$ cat src/rtl/lsu_pkg.sv
// Shared funct3 encodings, FSM state encoding and request classification for the load/store unit.
package lsu_pkg;

    localparam logic [2:0] F3_B  = 3'b000;
    localparam logic [2:0] F3_H  = 3'b001;
    localparam logic [2:0] F3_W  = 3'b010;
    localparam logic [2:0] F3_BU = 3'b100;
    localparam logic [2:0] F3_HU = 3'b101;

    typedef enum logic [2:0] {
        S_IDLE,
        S_RD0,
        S_RD1,
        S_WR0,
        S_WR1,
        S_RESP
    } state_t;

    typedef struct packed {
        logic legal;
        logic misal;
    } req_class_t;

    function automatic req_class_t classify(input logic we, input logic [2:0] f3, input logic [1:0] off);
        req_class_t c;
        if (we)
            c.legal = (f3 == F3_B) || (f3 == F3_H) || (f3 == F3_W);
        else
            c.legal = (f3 == F3_B) || (f3 == F3_H) || (f3 == F3_W) || (f3 == F3_BU) || (f3 == F3_HU);
        c.misal = ((f3[1:0] == 2'b01) && off[0]) || ((f3[1:0] == 2'b10) && (off != 2'b00));
        return c;
    endfunction

endpackage

$ cat src/rtl/lsu_lane_align.sv
// Combinational byte-lane steering: extracts/extends load data from a {hi,lo} word pair and
// merges store data into the old words (read-modify-write), for any byte offset.
module lsu_lane_align
    import lsu_pkg::*;
(
    input  logic [31:0] lo,
    input  logic [31:0] hi,
    input  logic [1:0]  off,
    input  logic [2:0]  funct3,
    input  logic [31:0] wdata,
    input  logic        sel_hi,
    output logic [31:0] ld_data,
    output logic [31:0] st_word
);

    logic [4:0]  sh;
    logic [63:0] pair;
    logic [31:0] shifted;
    logic [31:0] mask;
    logic [63:0] mask64;
    logic [63:0] data64;
    logic [63:0] merged;

    assign sh      = {off, 3'b000};
    assign pair    = {hi, lo};
    assign shifted = 32'(pair >> sh);

    always_comb begin
        ld_data = shifted;
        case (funct3)
            F3_B:    ld_data = {{24{shifted[7]}}, shifted[7:0]};
            F3_BU:   ld_data = {24'b0, shifted[7:0]};
            F3_H:    ld_data = {{16{shifted[15]}}, shifted[15:0]};
            F3_HU:   ld_data = {16'b0, shifted[15:0]};
            default: ld_data = shifted;
        endcase
    end

    always_comb begin
        mask = 32'hFFFF_FFFF;
        case (funct3[1:0])
            2'b00:   mask = 32'h0000_00FF;
            2'b01:   mask = 32'h0000_FFFF;
            default: mask = 32'hFFFF_FFFF;
        endcase
    end

    // Lanes outside the access keep the previously read bytes.
    assign mask64  = {32'b0, mask} << sh;
    assign data64  = {32'b0, wdata} << sh;
    assign merged  = (pair & ~mask64) | (data64 & mask64);
    assign st_word = sel_hi ? merged[63:32] : merged[31:0];

endmodule

$ cat src/rtl/load_store_unit.sv
// Load/store stage: one request per IDLE handshake, aligned word accesses, single-cycle response.
// Misaligned accesses split across two words when LSU_MISALIGN_SPLIT_EN is defined, else fault.
module load_store_unit
    import lsu_pkg::*;
#(
    parameter int MEM_RD_LAT = 1,
    parameter int ADDR_W     = 32
) (
    input  logic              CLK,
    input  logic              RST,
    input  logic              req_valid,
    output logic              req_ready,
    input  logic              req_we,
    input  logic [2:0]        req_funct3,
    input  logic [ADDR_W-1:0] req_addr,
    input  logic [31:0]       req_wdata,
    output logic              resp_valid,
    output logic [31:0]       resp_rdata,
    output logic              resp_fault,
    output logic [ADDR_W-1:0] MemAddress,
    output logic [31:0]       MemWriteData,
    output logic              MemW,
    output logic [2:0]        MemFunct3,
    input  logic [31:0]       MemReadData
);

    localparam logic [1:0] CNT_INIT = 2'(MEM_RD_LAT - 1);

    state_t            state;
    logic [1:0]        cnt;
    logic [ADDR_W-1:0] addr_q;
    logic              we_q;
    logic [2:0]        f3_q;
    logic [31:0]       wdata_q;
    logic [31:0]       lo_q;
    logic [31:0]       hi_q;
    logic              fault_q;

    req_class_t        cls;
    logic              req_fault;
    logic [ADDR_W-1:0] req_word;
    logic [ADDR_W-1:0] word0;
    logic [31:0]       lo_in;
    logic [31:0]       hi_in;
    logic [31:0]       ld_data;
    logic [31:0]       st_word;

    assign MemFunct3 = F3_W;
    assign cls       = classify(req_we, req_funct3, req_addr[1:0]);
    assign req_word  = {req_addr[ADDR_W-1:2], 2'b00};
    assign word0     = {addr_q[ADDR_W-1:2], 2'b00};

`ifdef LSU_MISALIGN_SPLIT_EN
    logic              split_q;
    logic [ADDR_W-1:0] word1;
    assign word1     = word0 + ADDR_W'(4);
    assign req_fault = !cls.legal;
`else
    assign req_fault = !cls.legal || cls.misal;
`endif

    // The merge sees the word being captured this cycle so the write can issue on the next edge.
    assign lo_in = (state == S_RD0) ? MemReadData : lo_q;
    assign hi_in = (state == S_RD1) ? MemReadData : hi_q;

    lsu_lane_align u_align (
        .lo      (lo_in),
        .hi      (hi_in),
        .off     (addr_q[1:0]),
        .funct3  (f3_q),
        .wdata   (wdata_q),
        .sel_hi  (state == S_WR0),
        .ld_data (ld_data),
        .st_word (st_word)
    );

    always_ff @(posedge CLK or posedge RST) begin
        if (RST) begin
            state        <= S_IDLE;
            cnt          <= '0;
            addr_q       <= '0;
            we_q         <= 1'b0;
            f3_q         <= '0;
            wdata_q      <= '0;
            lo_q         <= '0;
            hi_q         <= '0;
            fault_q      <= 1'b0;
            req_ready    <= 1'b1;
            resp_valid   <= 1'b0;
            resp_rdata   <= '0;
            resp_fault   <= 1'b0;
            MemAddress   <= '0;
            MemWriteData <= '0;
            MemW         <= 1'b0;
`ifdef LSU_MISALIGN_SPLIT_EN
            split_q      <= 1'b0;
`endif
        end else begin
            resp_valid <= 1'b0;
            case (state)
                S_IDLE: if (req_valid) begin
                    req_ready <= 1'b0;
                    addr_q    <= req_addr;
                    we_q      <= req_we;
                    f3_q      <= req_funct3;
                    wdata_q   <= req_wdata;
                    fault_q   <= req_fault;
`ifdef LSU_MISALIGN_SPLIT_EN
                    split_q   <= cls.misal;
`endif
                    if (req_fault) begin
                        state <= S_RESP;
                    end else if (req_we && req_funct3 == F3_W && !cls.misal) begin
                        state        <= S_WR0;
                        MemW         <= 1'b1;
                        MemAddress   <= req_word;
                        MemWriteData <= req_wdata;
                    end else begin
                        state      <= S_RD0;
                        MemAddress <= req_word;
                        cnt        <= CNT_INIT;
                    end
                end
                S_RD0: if (cnt != 2'd0) begin
                    cnt <= cnt - 2'd1;
                end else begin
                    lo_q <= MemReadData;
`ifdef LSU_MISALIGN_SPLIT_EN
                    if (split_q) begin
                        state      <= S_RD1;
                        MemAddress <= word1;
                        cnt        <= CNT_INIT;
                    end else
`endif
                    if (we_q) begin
                        state        <= S_WR0;
                        MemW         <= 1'b1;
                        MemWriteData <= st_word;
                    end else begin
                        state <= S_RESP;
                    end
                end
`ifdef LSU_MISALIGN_SPLIT_EN
                S_RD1: if (cnt != 2'd0) begin
                    cnt <= cnt - 2'd1;
                end else begin
                    hi_q <= MemReadData;
                    if (we_q) begin
                        state        <= S_WR0;
                        MemW         <= 1'b1;
                        MemAddress   <= word0;
                        MemWriteData <= st_word;
                    end else begin
                        state <= S_RESP;
                    end
                end
                S_WR0: if (split_q) begin
                    state        <= S_WR1;
                    MemAddress   <= word1;
                    MemWriteData <= st_word;
                end else begin
                    state <= S_RESP;
                    MemW  <= 1'b0;
                end
                S_WR1: begin
                    state <= S_RESP;
                    MemW  <= 1'b0;
                end
`else
                S_WR0: begin
                    state <= S_RESP;
                    MemW  <= 1'b0;
                end
`endif
                S_RESP: begin
                    state      <= S_IDLE;
                    req_ready  <= 1'b1;
                    resp_valid <= 1'b1;
                    resp_fault <= fault_q;
                    resp_rdata <= (fault_q || we_q) ? 32'd0 : ld_data;
                end
                default: begin
                    state     <= S_IDLE;
                    req_ready <= 1'b1;
                    MemW      <= 1'b0;
                end
            endcase
        end
    end

endmodule
$ cat config.mk
export PLATFORM = sky130hd
export DESIGN_NAME = load_store_unit
export DESIGN_NICKNAME = d
export VERILOG_FILES = /design/src/rtl/lsu_pkg.sv /design/src/rtl/lsu_lane_align.sv /design/src/rtl/load_store_unit.sv
export SDC_FILE = /design/constraint.sdc
export NUM_CORES = 1
export LEC_CHECK = 0
export ABC_AREA = 0
export CORE_MARGIN = 3
export CORE_UTILIZATION = 40
export CTS_CLUSTER_SIZE = 10
export DETAILED_ROUTE_END_ITERATION = 8
export HOLD_SLACK_MARGIN = 0.03
export PLACE_DENSITY = 0.64
export SLEW_MARGIN = 40
export SYNTH_ARGS = -nofsm -noshare
export SYNTH_HDL_FRONTEND = slang
export SYNTH_HIERARCHICAL = 1
export SYNTH_SLANG_ARGS = --single-unit
$ cat constraint.sdc
create_clock -name CLK -period 7.45 [get_ports CLK]
set_clock_uncertainty 0.15 [all_clocks]
set_input_delay 1.49 -clock CLK [delete_from_list [all_inputs] [get_ports CLK]]
set_output_delay 1.49 -clock CLK [all_outputs]
set_load 0.01 [all_outputs]
### After elaboration in Yosys (flattened, before gate mapping)

Index checks and enable logic that the tools add are counted.

| word-level totals | value |
|---|---|
| register bits | 174 |
| latch bits | 0 |
| bits in writable memories | 0 |
| bits in read-only memories | 0 |
| output and inout port bits | 103 |
| word-level logic and storage cells | 110 |
| memories kept | 0 |

| cells by class | value |
|---|---|
| add/subtract/negate cells | 1 |
| multiply operators | 0 |
| div/mod/pow operators | 0 |
| $lt $le $gt $ge | 0 |
| equality and inequality tests | 21 |
| shifts and indexed selects | 3 |
| multiplexer cells | 33 |
| bitwise operators | 8 |
| reduce and logical (&&, ||, !) cells | 29 |

Operator list:

| kind | count |
|---|---|
| 2-to-1 mux 32 bit | 9 |
| bitwise AND 64 bit | 2 |
| case mux 32 bit (2 select lines) | 2 |
| case mux 32 bit (4 select lines) | 1 |
| << shifter 32 x 5 -> 64 bit | 2 |
| NOT 64 bit | 1 |
| OR 64 bit | 1 |
| right shift 64 x 5 -> 32 bit | 1 |
| == test 3 bit (second input constant) | 5 |
| 2-to-1 mux 3 bit | 4 |
| inequality test 2 bit (second input constant) | 6 |
| AND reduction 6 bit | 2 |
| 2-to-1 mux 2 bit | 5 |
| == test 3 x 1 -> 1 bit (second input constant) | 3 |
| == test 3 x 2 -> 1 bit (second input constant) | 3 |
| zero test 3 bit | 3 |
| case mux 3 bit (3 select lines) | 1 |
| 2-to-1 mux 1 bit | 8 |
| AND reduction 2 bit | 4 |
| logical OR 1 bit | 7 |
| nonzero test 2 bit | 3 |
| AND reduction 5 bit | 1 |
| == test 2 x 1 -> 1 bit (second input constant) | 2 |
| logical AND 1 bit | 4 |
| 11 further kinds | 15 |

### Longest topological paths before layout

Gate-level depths: netlist of run 1.

| depth | value |
|---|---|
| depth after elaboration | 11 |
| gate-level depth with buffers | 11 |
| gate-level depth less buffers | 8 |

### Cells and area by module

Netlist of run 1, hierarchy kept.

Modules (own cells, without submodules):

| module | instances | cells an instance | area an instance (sq um) | seq. area each (sq um) |
|---|---|---|---|---|
| load_store_unit | 1 | 644 | 7737.4 | 4355.4 |
| lsu_lane_align | 1 | 322 | 2909.0 | 0.0 |

### Worst setup path before layout of run 1

Ideal clock, no wire load.

| timing | value |
|---|---|
| path type | input-to-reg |
| start point | input port MemReadData[23] |
| end point | register resp_rdata[16] |
| data arrival time | 2.891 ns |
| setup slack | 4.276 ns |
| cell stages on the path | 7 |
| path through | mux2_2 mux4_1 mux2i_4 buf_6 o21ai_2 nand2_1 o21ai_0 |

| between the ends | value |
|---|---|
| longest elaborated chain between the ends | 4 |

Ends and longest elaborated chain:

| what | RTL line | RTL |
|---|---|---|
| from (decl) | load_store_unit.sv:24 | `input logic [31:0] MemReadData` |
| 2-to-1 mux 32 bit, on equally long branches | load_store_unit.sv:63, load_store_unit.sv:64 |  |
| right shift 64 x 5 -> 32 bit (*) | lsu_lane_align.sv:26 | `assign shifted = 32'(pair >> sh);` |
| case mux 32 bit (4 select lines) (*) | lsu_lane_align.sv:30 | `case (funct3)` |
| via ld_data[16] | load_store_unit.sv:45 | `logic [31:0] ld_data;` |
| 2-to-1 mux 32 bit (*) | load_store_unit.sv:180 | `resp_rdata <= (fault_q \|\| we_q) ? 32'd0 : ld_data;` |
| to (signal assigned) | load_store_unit.sv:180 |  |
| to (decl) | load_store_unit.sv:18 | `output logic [31:0] resp_rdata,` |

The timed path passes the listed nets; every way through them passes the cells marked *.
A chain may end at the register's enable or synchronous reset.

### Final worst setup path of run 1

| timing | value |
|---|---|
| start point | register state[1] |
| end point | register MemWriteData[7] |

| between the ends | value |
|---|---|
| longest elaborated chain between the ends | 8 |

Ends and longest elaborated chain:

| what | RTL line | RTL |
|---|---|---|
| from (decl) | load_store_unit.sv:29 | `state_t state;` |
| from (signal assigned) | load_store_unit.sv:79 | `state <= S_IDLE;` |
| from (signal assigned) | load_store_unit.sv:112 | `state <= S_RESP;` |
| from (signal assigned) | load_store_unit.sv:114 | `state <= S_WR0;` |
| == test 3 x 1 -> 1 bit / == test 3 x 2 -> 1 bit (equally long branches) | load_store_unit.sv:63, load_store_unit.sv:64 |  |
| 2-to-1 mux 32 bit, on equally long branches | load_store_unit.sv:63, load_store_unit.sv:64 |  |
| bitwise AND 64 bit | lsu_lane_align.sv:51 | `assign merged = (pair & ~mask64) \| (data64 & mask64);` |
| OR 64 bit | lsu_lane_align.sv:51 |  |
| 2-to-1 mux 32 bit (*) | lsu_lane_align.sv:52 | `assign st_word = sel_hi ? merged[63:32] : merged[31:0];` |
| via st_word[7] | load_store_unit.sv:46 | `logic [31:0] st_word;` |
| 2-to-1 mux 32 bit (*) | load_store_unit.sv:135 | `if (we_q) begin` |
| 2-to-1 mux 32 bit (*) | load_store_unit.sv:124 | `S_RD0: if (cnt != 2'd0) begin` |
| case mux 32 bit (2 select lines) (*) | load_store_unit.sv:100 | `case (state)` |
| to (signal assigned) | load_store_unit.sv:117 | `MemWriteData <= req_wdata;` |
| to (signal assigned) | load_store_unit.sv:138 | `MemWriteData <= st_word;` |
| to (decl) | load_store_unit.sv:21 | `output logic [31:0] MemWriteData,` |

The timed path passes the listed nets; every way through them passes the cells marked *. The select of a mux whose other input is x is not followed.

==> results by group, run 1 <==
Drt
  – Initial drt markers: 762
  – Post-Route WL: 29.9 mm
  – Via-to-Cell Ratio: ~5.5
  – Antenna-violating nets left: 0
  – # DRC: 0
  – DR WL/cell: 20.4 um
  – Routed via count: 8035
  – DR pass1 iterations: 7

Critical path
  – Arr. time, crit path: 4180 ps
  – Setup CP Type: reg2reg
  – Crit. End Element: register
  – CP required: between 7000 and 8000 ps
  – Worst Path Max Fanout: 36
  – Crit start category: register

STA
  – Final hold slack: 331 ps
  – Worst rel slew slack: 46.5%
  – RSZ-0062 raised after global routing: false
  – Hold Violations, Final: 0
  – Post-route minimum period: 4020 ps
  – Tcrit/Tclk final: about 54%
  – Final Max Tran Viols: 0
  – Final setup violating endpoints: 0
  – Slew @ Worst Pin: 797 ps
  – F_max: 249 MHz
  – Fin Setup TNS: 0 ps

Clock network
  – CTS tree: done
  – Clock latency on the worst-skew pair: 440 ps
  – CTS H-tree depth: 4
  – Total clock sinks: 174
  – Cts hold-fix bufs: 0
  – Clock slew at reported path FFs: 70 ps
  – Post-CTS Setup Bufs: 0
  – Max clock buf depth: 2
  – CTS buffer count: 17
  – Post-cts resize count: 0
  – Root Buffer: clkbuf_16

Placed design
  – Gp weighted congestion: 0.883
  – # port buffers: 200
  – DPL Wire Length: 21.5 mm
  – Cell area after placement: approximately 13000 sq um

Die
  – Die Footprint: 28600 sq um
  – Chip Width: 169 um
  – I/O pins: between 200 and 250
  – Die H: 169 um
  – Core ar.: 26100 sq um
  – Core Rows: 59
  – Initial Util: 40.7%

Global route
  – Vias in the first global route: 7926
  – Total GRT Usage: a little over a fifth
  – GRT overflow: 0
  – Antenna violations before repair: 1
  – First-pass GRT wire length: 47.0 mm
  – Maximum number of pins on one net before global-route repair: 80

Final layout
  – Layout overhead on the synthesized area: 24.2%
  – NumNets Final: 1218
  – Layout cell share with drive strength beyond 1: between 20% and 30%
  – Commonest non-fill, non-tap cell in the layout: nand2_1
  – Most frequent cells in the layout: nand2_1, clkdlybuf4s50_1, dfrtp_1, mux2_2, o21ai_0
  – Util after Layout: between 50% and 60%
  – Fin area: ~13000 sq um

Pwr
  – LEAKAGE: approximately 5.6 nW
  – Maximum vdd drop: 0.202 mV
  – Power density over cell area: 493 nW/um^2
  – Pwr Total: 6.52 mW

Yosys
  – Distinct cells, synth: 61
  – Post-Synthesis Cells: 966
  – Seq cells post-synth: 174
  – Post-synth EDFFs: 0
  – Async set-reset flop share out of synthesis: 100%
  – Syn Area/Cell: ~11 sq um
  – Seq/Total Area, Yosys: 40.9%
  – Synth Cell Area: 10600 sq um
  – Synth Flop Type: dfrtp_1
  – Yosys warnings: 70

Worst hold path
  – Worst hold path class: reg2reg

Job
  – Max-cap violations: 0

Outcome
  – Outcome: complete, no violations
## layer usage
metal / part of all wire, % / global-route usage (%) / vias up
li1: - / - / 3747
met2: 44 / 31.0 / 307
met4: 1.1 / 4.91 / 0
met3: 7.0 / 4.38 / 18
met1: 48 / 31.6 / 3963
met5: 0 / 0 / -
## through the flow
| step | instances | setup slack (ps) |
|---|---|---|
| floorplan | 969 | 1090 |
| global placement | 1430 | 3340 |
| detailed placement | 1430 | 3390 |
| CTS | 1462 | 3500 |
| global route | 1463 | 3180 |
| finish | 1463 | 3440 |
## critical path: stages (launching register included)
cell,delay (ps)
dfrtp_1,610
nand2_1,110
nor2_2,90
buf_4,390
clkinv_1,760
a21oi_1,850
a222oi_1,300
mux2_2,330
mux2_4,260
## registers in the layout, summed over array words and instances (netlist names)
| signal | count |
|---|---|
| we_q | 1 |
| MemAddress | 30 |
| lo_q | 32 |
| cnt | 2 |
| MemW | 1 |
| wdata_q | 32 |
| fault_q | 1 |
| addr_q | 2 |
| state | 3 |
| MemWriteData | 32 |
| resp_fault | 1 |
| resp_rdata | 32 |
| req_ready | 1 |
| resp_valid | 1 |
| f3_q | 3 |
## area by class of cell
class,count,area (sq um)
antenna,1,2.50
clock buffer,17,425
clock inverter,15,168
fill,2407,12900
inverter,33,129
multi-input combinational,676,5610
sequential,174,4360
tap,335,419
timing repair buffer,212,2110
## cells in the mapped netlist (all sizes together), types with 2 or more instances
cell	instances	area, sq um
a211o	2	17.5
a211oi	8	60.1
a21oi	14	70.1
a221o	9	90.1
a222oi	8	80.1
a22oi	8	60.1
a311o	8	80.1
and2	2	12.5
and3	3	18.8
buf	57	479
clkbuf	29	110
conb	2	7.51
dfrtp	173	4330
inv	32	120
mux2	168	2000
mux2i	42	433
mux4	42	950
nand2	231	870
nand2b	4	25.0
nand3	2	10.0
nor2	3	18.8
nor2b	2	12.5
nor3	4	30.0
nor4	10	77.6
o211ai	2	15.0
o21ai	67	373
o221ai	7	61.3
o2bb2ai	8	70.1
or2	3	18.8
or3	2	12.5
## kinds of logic after synthesis
logic type	after synthesis	share of synthesized area [%]
AOI/OAI and AO/OA	148	9.73
adders and majority gates	1	0.118
buffers and inverters	119	6.70
DFF	174	40.9
muxes	252	31.8
other	2	0.0705
and+or+nand+nor	270	10.7
## worst paths after layout
check,startpoint,endpoint,slack [ps],depth (start not counted)
max in group asynchronous,RST,MemAddress[14],4730,3
min reg2reg,resp_rdata[16],resp_rdata[16],330,2
max,state[1],MemWriteData[7],3440,8
max reg2reg,state[1],MemWriteData[7],3440,8
min in group asynchronous,RST,MemWriteData[21],1320,2
min,resp_rdata[16],resp_rdata[16],330,2
## power by group
part           switching [mW]  internal [mW]
Clock                   0.454          0.455
Sequential              0.388           1.41
Combinational            1.83           1.98
Power figures use the tool's default switching activity.
==> inputs of run 2 (changes only) <==
Settings changed: PLACE_DENSITY 0.64 to 0.67.
Clock period 7.45 ns to 3.4 ns, I/O delays scaled along.
==> run 2 against run 1 <==
Net effect: hold slack worse by 2.9 ps; first-iteration DRC count is 2.8% higher; design area is 1.2% higher.
==> results by group, run 2 (synthesis gave the netlist of run 1 again) <==
Placed design
  – # port buffers: 200 (unchanged)
  – Inst Count DP: 1448 (+1.3%)
  – DPL Wire Length: 22.2 mm (+3.3%)
  – Gp weighted congestion: 0.887 (+0.50%)
  – Cell area after placement: 12800 sq um (+1.3%)

Clock network
  – CTS tree: done
  – Clock slew at reported path FFs: 70 ps (about the same)
  – Total clock sinks: 174 (unchanged)
  – Max clock buf depth: 2 (unchanged)
  – Cts hold-fix bufs: 0 (unchanged)
  – CTS H-tree depth: 4 (unchanged)
  – Clock latency on the worst-skew pair: 440 ps (about the same)
  – Post-CTS Setup Bufs: 0 (unchanged)
  – Post-cts resize count: 0 (unchanged)
  – Root Buffer: clkbuf_16
  – CTS buffer count: 17 (unchanged)

Drt
  – Via-to-Cell Ratio: 5.58 (+1.6%)
  – Initial drt markers: 783 (+2.8%)
  – DR pass1 iterations: 6 (-1)
  – Antenna-violating nets left: 0 (unchanged)
  – DR WL/cell: 20.3 um (-0.61%)
  – # DRC: 0 (unchanged)
  – Routed via count: 8258 (+2.8%)
  – Post-Route WL: 30.1 mm (+0.54%)

Pwr
  – LEAKAGE: 5.70 nW (+1.6%)
  – Maximum vdd drop: 0.487 mV (+140%)
  – Power density over cell area: 1080 nW/um^2 (+120%)
  – Pwr Total: 14.5 mW (+120%)

Die
  – Die H: 169 um (unchanged)
  – Initial Util: 40.7% (unchanged)
  – Chip Width: 169 um (unchanged)
  – Core Rows: 59 (unchanged)
  – Die Footprint: 28600 sq um (unchanged)
  – Core ar.: 26100 sq um (unchanged)
  – I/O pins: 206 (unchanged)

Critical path
  – CP required: 3550 ps (-4070 ps)
  – Crit start category: register
  – Slowest library cell on the worst path: mux4_2
  – Setup CP Type: reg2reg
  – Worst Path Max Fanout: 26 (-28%)
  – Crit. End Element: register
  – Arr. time, crit path: 3050 ps (-1130 ps)
  – Flop-to-flop setup slack: 500 ps (-2930 ps)
  – Buf/Inv on CP: 2 (unchanged)
  – Cell Chain, Critical Path: inv_2 -> nor3_4 -> buf_4 -> mux2_2 -> mux4_2 -> nand2_1 -> o21ai_0 -> nand2_1 -> o21ai_0
  – Slowest stage delay, CP: 470 ps (-380 ps)
  – Delay-heaviest family, CP: multiplexers

Global route
  – Maximum number of pins on one net before global-route repair: 67 (-16%)
  – Vias in the first global route: 8085 (+2.0%)
  – GRT overflow: 0 (unchanged)
  – Total GRT Usage: 20.9% (about the same)
  – Antenna violations before repair: 1 (unchanged)
  – First-pass GRT wire length: 47.0 mm (about the same)

Job
  – Max-cap violations: 0 (unchanged)

STA
  – Post-route minimum period: 2900 ps (-1120 ps)
  – Final Max Tran Viols: 0 (unchanged)
  – Hold Violations, Final: 0 (unchanged)
  – Tcrit/Tclk final: 85.2% (+31 points)
  – RSZ-0062 raised after global routing: false
  – Worst rel slew slack: 50.6% (+4.0 points)
  – Fin Setup TNS: 0 ps (unchanged)
  – Final hold slack: 329 ps (-2.94 ps)
  – Slew @ Worst Pin: 742 ps (-55.7 ps)
  – Final setup violating endpoints: 0 (unchanged)
  – F_max: 345 MHz (+39%)

Final layout
  – Multi-input logic area: 5610 sq um (-0.13%)
  – Post-route insts no fill: 1480 (+1.2%)
  – Reg area: 4360 sq um (unchanged)
  – Layout overhead on the synthesized area: 25.8%
  – Most frequent cells in the layout: nand2_1, clkdlybuf4s50_1, dfrtp_1, mux2_2, o21ai_0
  – Fin area: 13400 sq um (+1.2%)
  – NumNets Final: 1236 (+1.5%)
  – Layout cell share with drive strength beyond 1: 25.3% (+1.1 points)
  – # fillers: 2393 (-0.58%)
  – Commonest non-fill, non-tap cell in the layout: nand2_1
  – # diodes: 0 (-1)

Outcome
  – Outcome: complete, no violations

Worst hold path
  – Worst hold path class: reg2reg
run 2: layer usage:
metal,wire length (um),global-route usage [%],vias to the layer above,part of all wire (%)
met5,13,0,-,0.043
li1,-,-,3785,-
met4,390,4.55,2,1.3
met2,13500,31.7,358,45
met1,13500,30.3,4091,45
met3,2620,5.75,22,8.7
run 2: power breakdown:
group          leakage [nW]  switching [mW]  internal, mW  total [mW]
Combinational          3.27            3.98          4.44        8.42
Clock                 0.290           0.967          1.05        2.02
Sequential             2.14           0.939          3.09        4.03
Total                  5.70            5.88          8.58        14.5
run 2: final cells by class:
cell class	count	share of cell area, %
Clock inverter	15	1.30
Sequential cell	174	32.6
Clock buffer	17	3.18
Timing Repair Buffer	230	17.0
Inverter	33	0.953
Tap cell	335	3.13
Multi-Input combinational cell	676	41.9
run 2: path summary, 6_finish.rpt:
kind	from	endpoint	cells after the start
min reg2reg	resp_rdata[31]	resp_rdata[31]	2
max	state[0]	resp_rdata[27]	9
max reg2reg	state[0]	resp_rdata[27]	9
min	resp_rdata[31]	resp_rdata[31]	2
min in group asynchronous	RST	MemAddress[28]	2
max in group asynchronous	RST	lo_q[3]	3
run 2: metrics by stage:
stage / utilization, % / setup slack (ps)
floorplan: - / 346
global placement: 49.0 / 423
detailed placement: 49.0 / 354
CTS: 51.2 / 476
global route: 51.2 / 371
finish: 51.2 / 502
run 2: worst min-delay path, cell delays in order, from the launching register on:
cell,delay [ps]
dfrtp_1,340
nand2_1,40
o21ai_0,60
==> inputs of run 3 (changes only) <==
Settings changed: PLACE_DENSITY 0.67 to 0.66, SKIP_CTS_REPAIR_TIMING set to 1, SYNTH_HIERARCHICAL 1 to not set.
Clock period 3.4 ns to 3.1 ns, I/O delays scaled along.
==> run 3 against run 2 <==
Net effect: via count decreased by 14%; cell count decreased by 11%; register-to-register slack got worse by 30 ps; setup slack lost 32 ps; die area decreased by 11%; first-iteration DRC count down 27%; non-clock buffer count grew 1; critical path depth fell by 2; flip-flop and latch count unchanged; area after synthesis is 12% lower; critical path type unchanged; largest power group unchanged.
==> results by group, run 3 <==
Outcome
  – Outcome: complete, no violations

Critical path
  – CP required: 3330 ps (-220 ps)
  – Arr. time, crit path: 2860 ps (-190 ps)
  – Worst Path Max Fanout: 26 (unchanged)
  – Crit. End Element: register
  – Crit start category: register
  – Setup CP Type: reg2reg
  – Worst Reg-to-Reg Cells: 7 (-2)

Final layout
  – Util after Layout: 54.2% (+2.9 points)
  – Most frequent cells in the layout: clkdlybuf4s50_1, dfrtp_1, mux2_2, nand2_1, nor2_1
  – Fin area: 12400 sq um (-7.6%)
  – Post-route insts no fill: 1310 (-11%)
  – Layout overhead on the synthesized area: 31.7%
  – # fillers: 2043 (-15%)
  – # diodes: 0 (unchanged)
  – NumNets Final: 1088 (-12%)
  – Commonest non-fill, non-tap cell in the layout: clkdlybuf4s50_1
  – Layout cell share with drive strength beyond 1: 25.7% (+0.35 points)

Clock network
  – CTS H-tree depth: 4 (unchanged)
  – Root Buffer: clkbuf_16
  – Clock latency on the worst-skew pair: 430 ps (about the same)
  – CTS tree: done
  – CTS buffer count: 17 (unchanged)
  – Total clock sinks: 174 (unchanged)
  – Clock slew at reported path FFs: 70 ps (about the same)
  – Max clock buf depth: 2 (unchanged)

STA
  – F_max: 380 MHz (+10%)
  – Slew @ Worst Pin: 755 ps (+13.6 ps)
  – Final hold slack: 338 ps (+9.73 ps)
  – Post-route minimum period: 2630 ps (-268 ps)
  – Tcrit/Tclk final: 84.8% (-0.39 points)
  – Hold Violations, Final: 0 (unchanged)
  – Fin Setup TNS: 0 ps (unchanged)
  – Worst rel slew slack: 49.6% (-0.96 points)
  – RSZ-0062 raised after global routing: false
  – PnR worst setup slack: 470 ps (-32.1 ps)
  – Final setup violating endpoints: 0 (unchanged)
  – Final Max Tran Viols: 0 (unchanged)

Placed design
  – DPL Wire Length: 20.2 mm (-8.9%)
  – Cell area after placement: 11700 sq um (-8.4%)
  – Gp weighted congestion: 0.834 (-6.0%)
  – Inst Count DP: 1278 (-12%)
  – Worst slack, placed: 117 ps (-237 ps)
  – # port buffers: 200 (unchanged)

Yosys
  – Async set-reset flop share out of synthesis: 100% (unchanged)
  – Post-Synthesis Cells: 795 (-18%)
  – Yosys warnings: 32 (-54%)
  – Synth top cells by count: dfrtp_1, mux2_2, nand2_1
  – Syn Area/Cell: 11.8 sq um (+7.2%)
  – Seq cells post-synth: 174 (unchanged)
  – Synth Flop Type: dfrtp_1
  – Area leader, netlist: dfrtp_1
  – Post-synth EDFFs: 0 (unchanged)
  – Seq/Total Area, Yosys: 46.4% (+5.5 points)
  – Synth Cell Area: 9390 sq um (-12%)
  – Distinct cells, synth: 60 (-1.6%)
  – Top post-synthesis cells by area: dfrtp_1, mux2_2, mux4_2, mux2_4, mux2i_1
  – Yosys top cell area share: 46.1% (+5.4 points)
  – Top-count cell post-synth: dfrtp_1

Global route
  – Vias in the first global route: 7180 (-11%)
  – Total GRT Usage: 21.7% (+0.79 points)
  – Maximum number of pins on one net before global-route repair: 126 (+88%)
  – Antenna violations before repair: 0 (-1)
  – GRT overflow: 0 (unchanged)
  – First-pass GRT wire length: 42.8 mm (-8.9%)

Die
  – Core ar.: 22800 sq um (-13%)
  – Initial Util: 41.1% (+0.37 points)
  – Core Rows: 55 (-6.8%)
  – Chip Width: 159 um (-5.9%)
  – Die H: 159 um (-5.9%)
  – Die Footprint: 25400 sq um (-11%)
  – I/O pins: 206 (unchanged)

Pwr
  – Power density over cell area: 1140 nW/um^2 (+5.4%)
  – Maximum vdd drop: 0.539 mV (+11%)
  – LEAKAGE: 5.19 nW (-9.1%)
  – Pwr Total: 14.1 mW (-2.6%)

Drt
  – DR pass1 iterations: 5 (-1)
  – DR WL/cell: 21.2 um (+4.2%)
  – Initial drt markers: 570 (-27%)
  – # DRC: 0 (unchanged)
  – Post-Route WL: 27.7 mm (-7.8%)
  – Routed via count: 7111 (-14%)
  – Antenna-violating nets left: 0 (unchanged)
  – Via-to-Cell Ratio: 5.43 (-2.7%)

Job
  – Max-cap violations: 0 (unchanged)

Worst hold path
  – Hold path depth: 2 (unchanged)
  – Worst hold path class: reg2reg
-- run 3: cell types whose count changed after synthesis, moves of 10 or more --
cell,before,now
a22oi_1,8,22
o21ai_0,55,42
nand2_1,230,76
nor2_1,2,49
mux2_1,10,0
nand3_1,2,24
inv_1,31,9
mux4_2,41,22
mux2_2,129,119
-- run 3: worst max-delay path, stage by stage (launching register included) --
cell and delay [ps]:
dfrtp_1 550, or3b_2 720, buf_4 300, a211oi_2 210
buf_4 180, a22oi_1 60, o21ai_0 190, mux2_4 220
-- run 3: worst paths after layout --
path | slack, ps | to | startpoint
worst min-delay path | 340 | resp_rdata[29] | resp_rdata[29]
min in group asynchronous | 570 | lo_q[3] | RST
max in group asynchronous | 1600 | addr_q[0] | RST
worst max-delay path | 470 | MemWriteData[21] | state[2]
worst max register to register | 470 | MemWriteData[21] | state[2]
worst min register to register | 340 | resp_rdata[29] | resp_rdata[29]
-- run 3: cell type report --
cell class / instances / area [sq um] / share of cell area, %
multi-input combinational: 549 / 4620 / 37.3
sequential: 174 / 4360 / 35.2
timing repair buffer: 231 / 2310 / 18.7
clock buffer: 20 / 467 / 3.77
tap: 313 / 392 / 3.17
clock inverter: 12 / 181 / 1.47
inverter: 11 / 45.0 / 0.364
-- run 3: routing by layer --
| layer | GRT usage, % | vias up | wire, um |
|---|---|---|---|
| met5 | 0 | - | 0 |
| met4 | 6.17 | 0 | 508 |
| met3 | 4.86 | 33 | 1800 |
| met2 | 34.8 | 265 | 13200 |
| met1 | 29.9 | 3541 | 12300 |
| li1 | - | 3272 | - |
-- run 3: cells by family (layout without fill, tap and decap cells) --
group | after synthesis | in the layout | share of synthesized area (%)
buf+inv | 75 | 274 | 4.72
other cells | 2 | 5 | 0.0800
fa+ha+maj | 1 | 1 | 0.133
mux | 203 | 203 | 27.7
simple gates | 194 | 194 | 10.3
compound gates | 146 | 146 | 10.7
flops | 174 | 174 | 46.4
-- run 3: power breakdown --
part,internal [mW],switching (mW),total (mW)
Sequential,3.38,0.885,4.27
Combinational,4.07,3.38,7.45
Clock,1.42,0.945,2.37
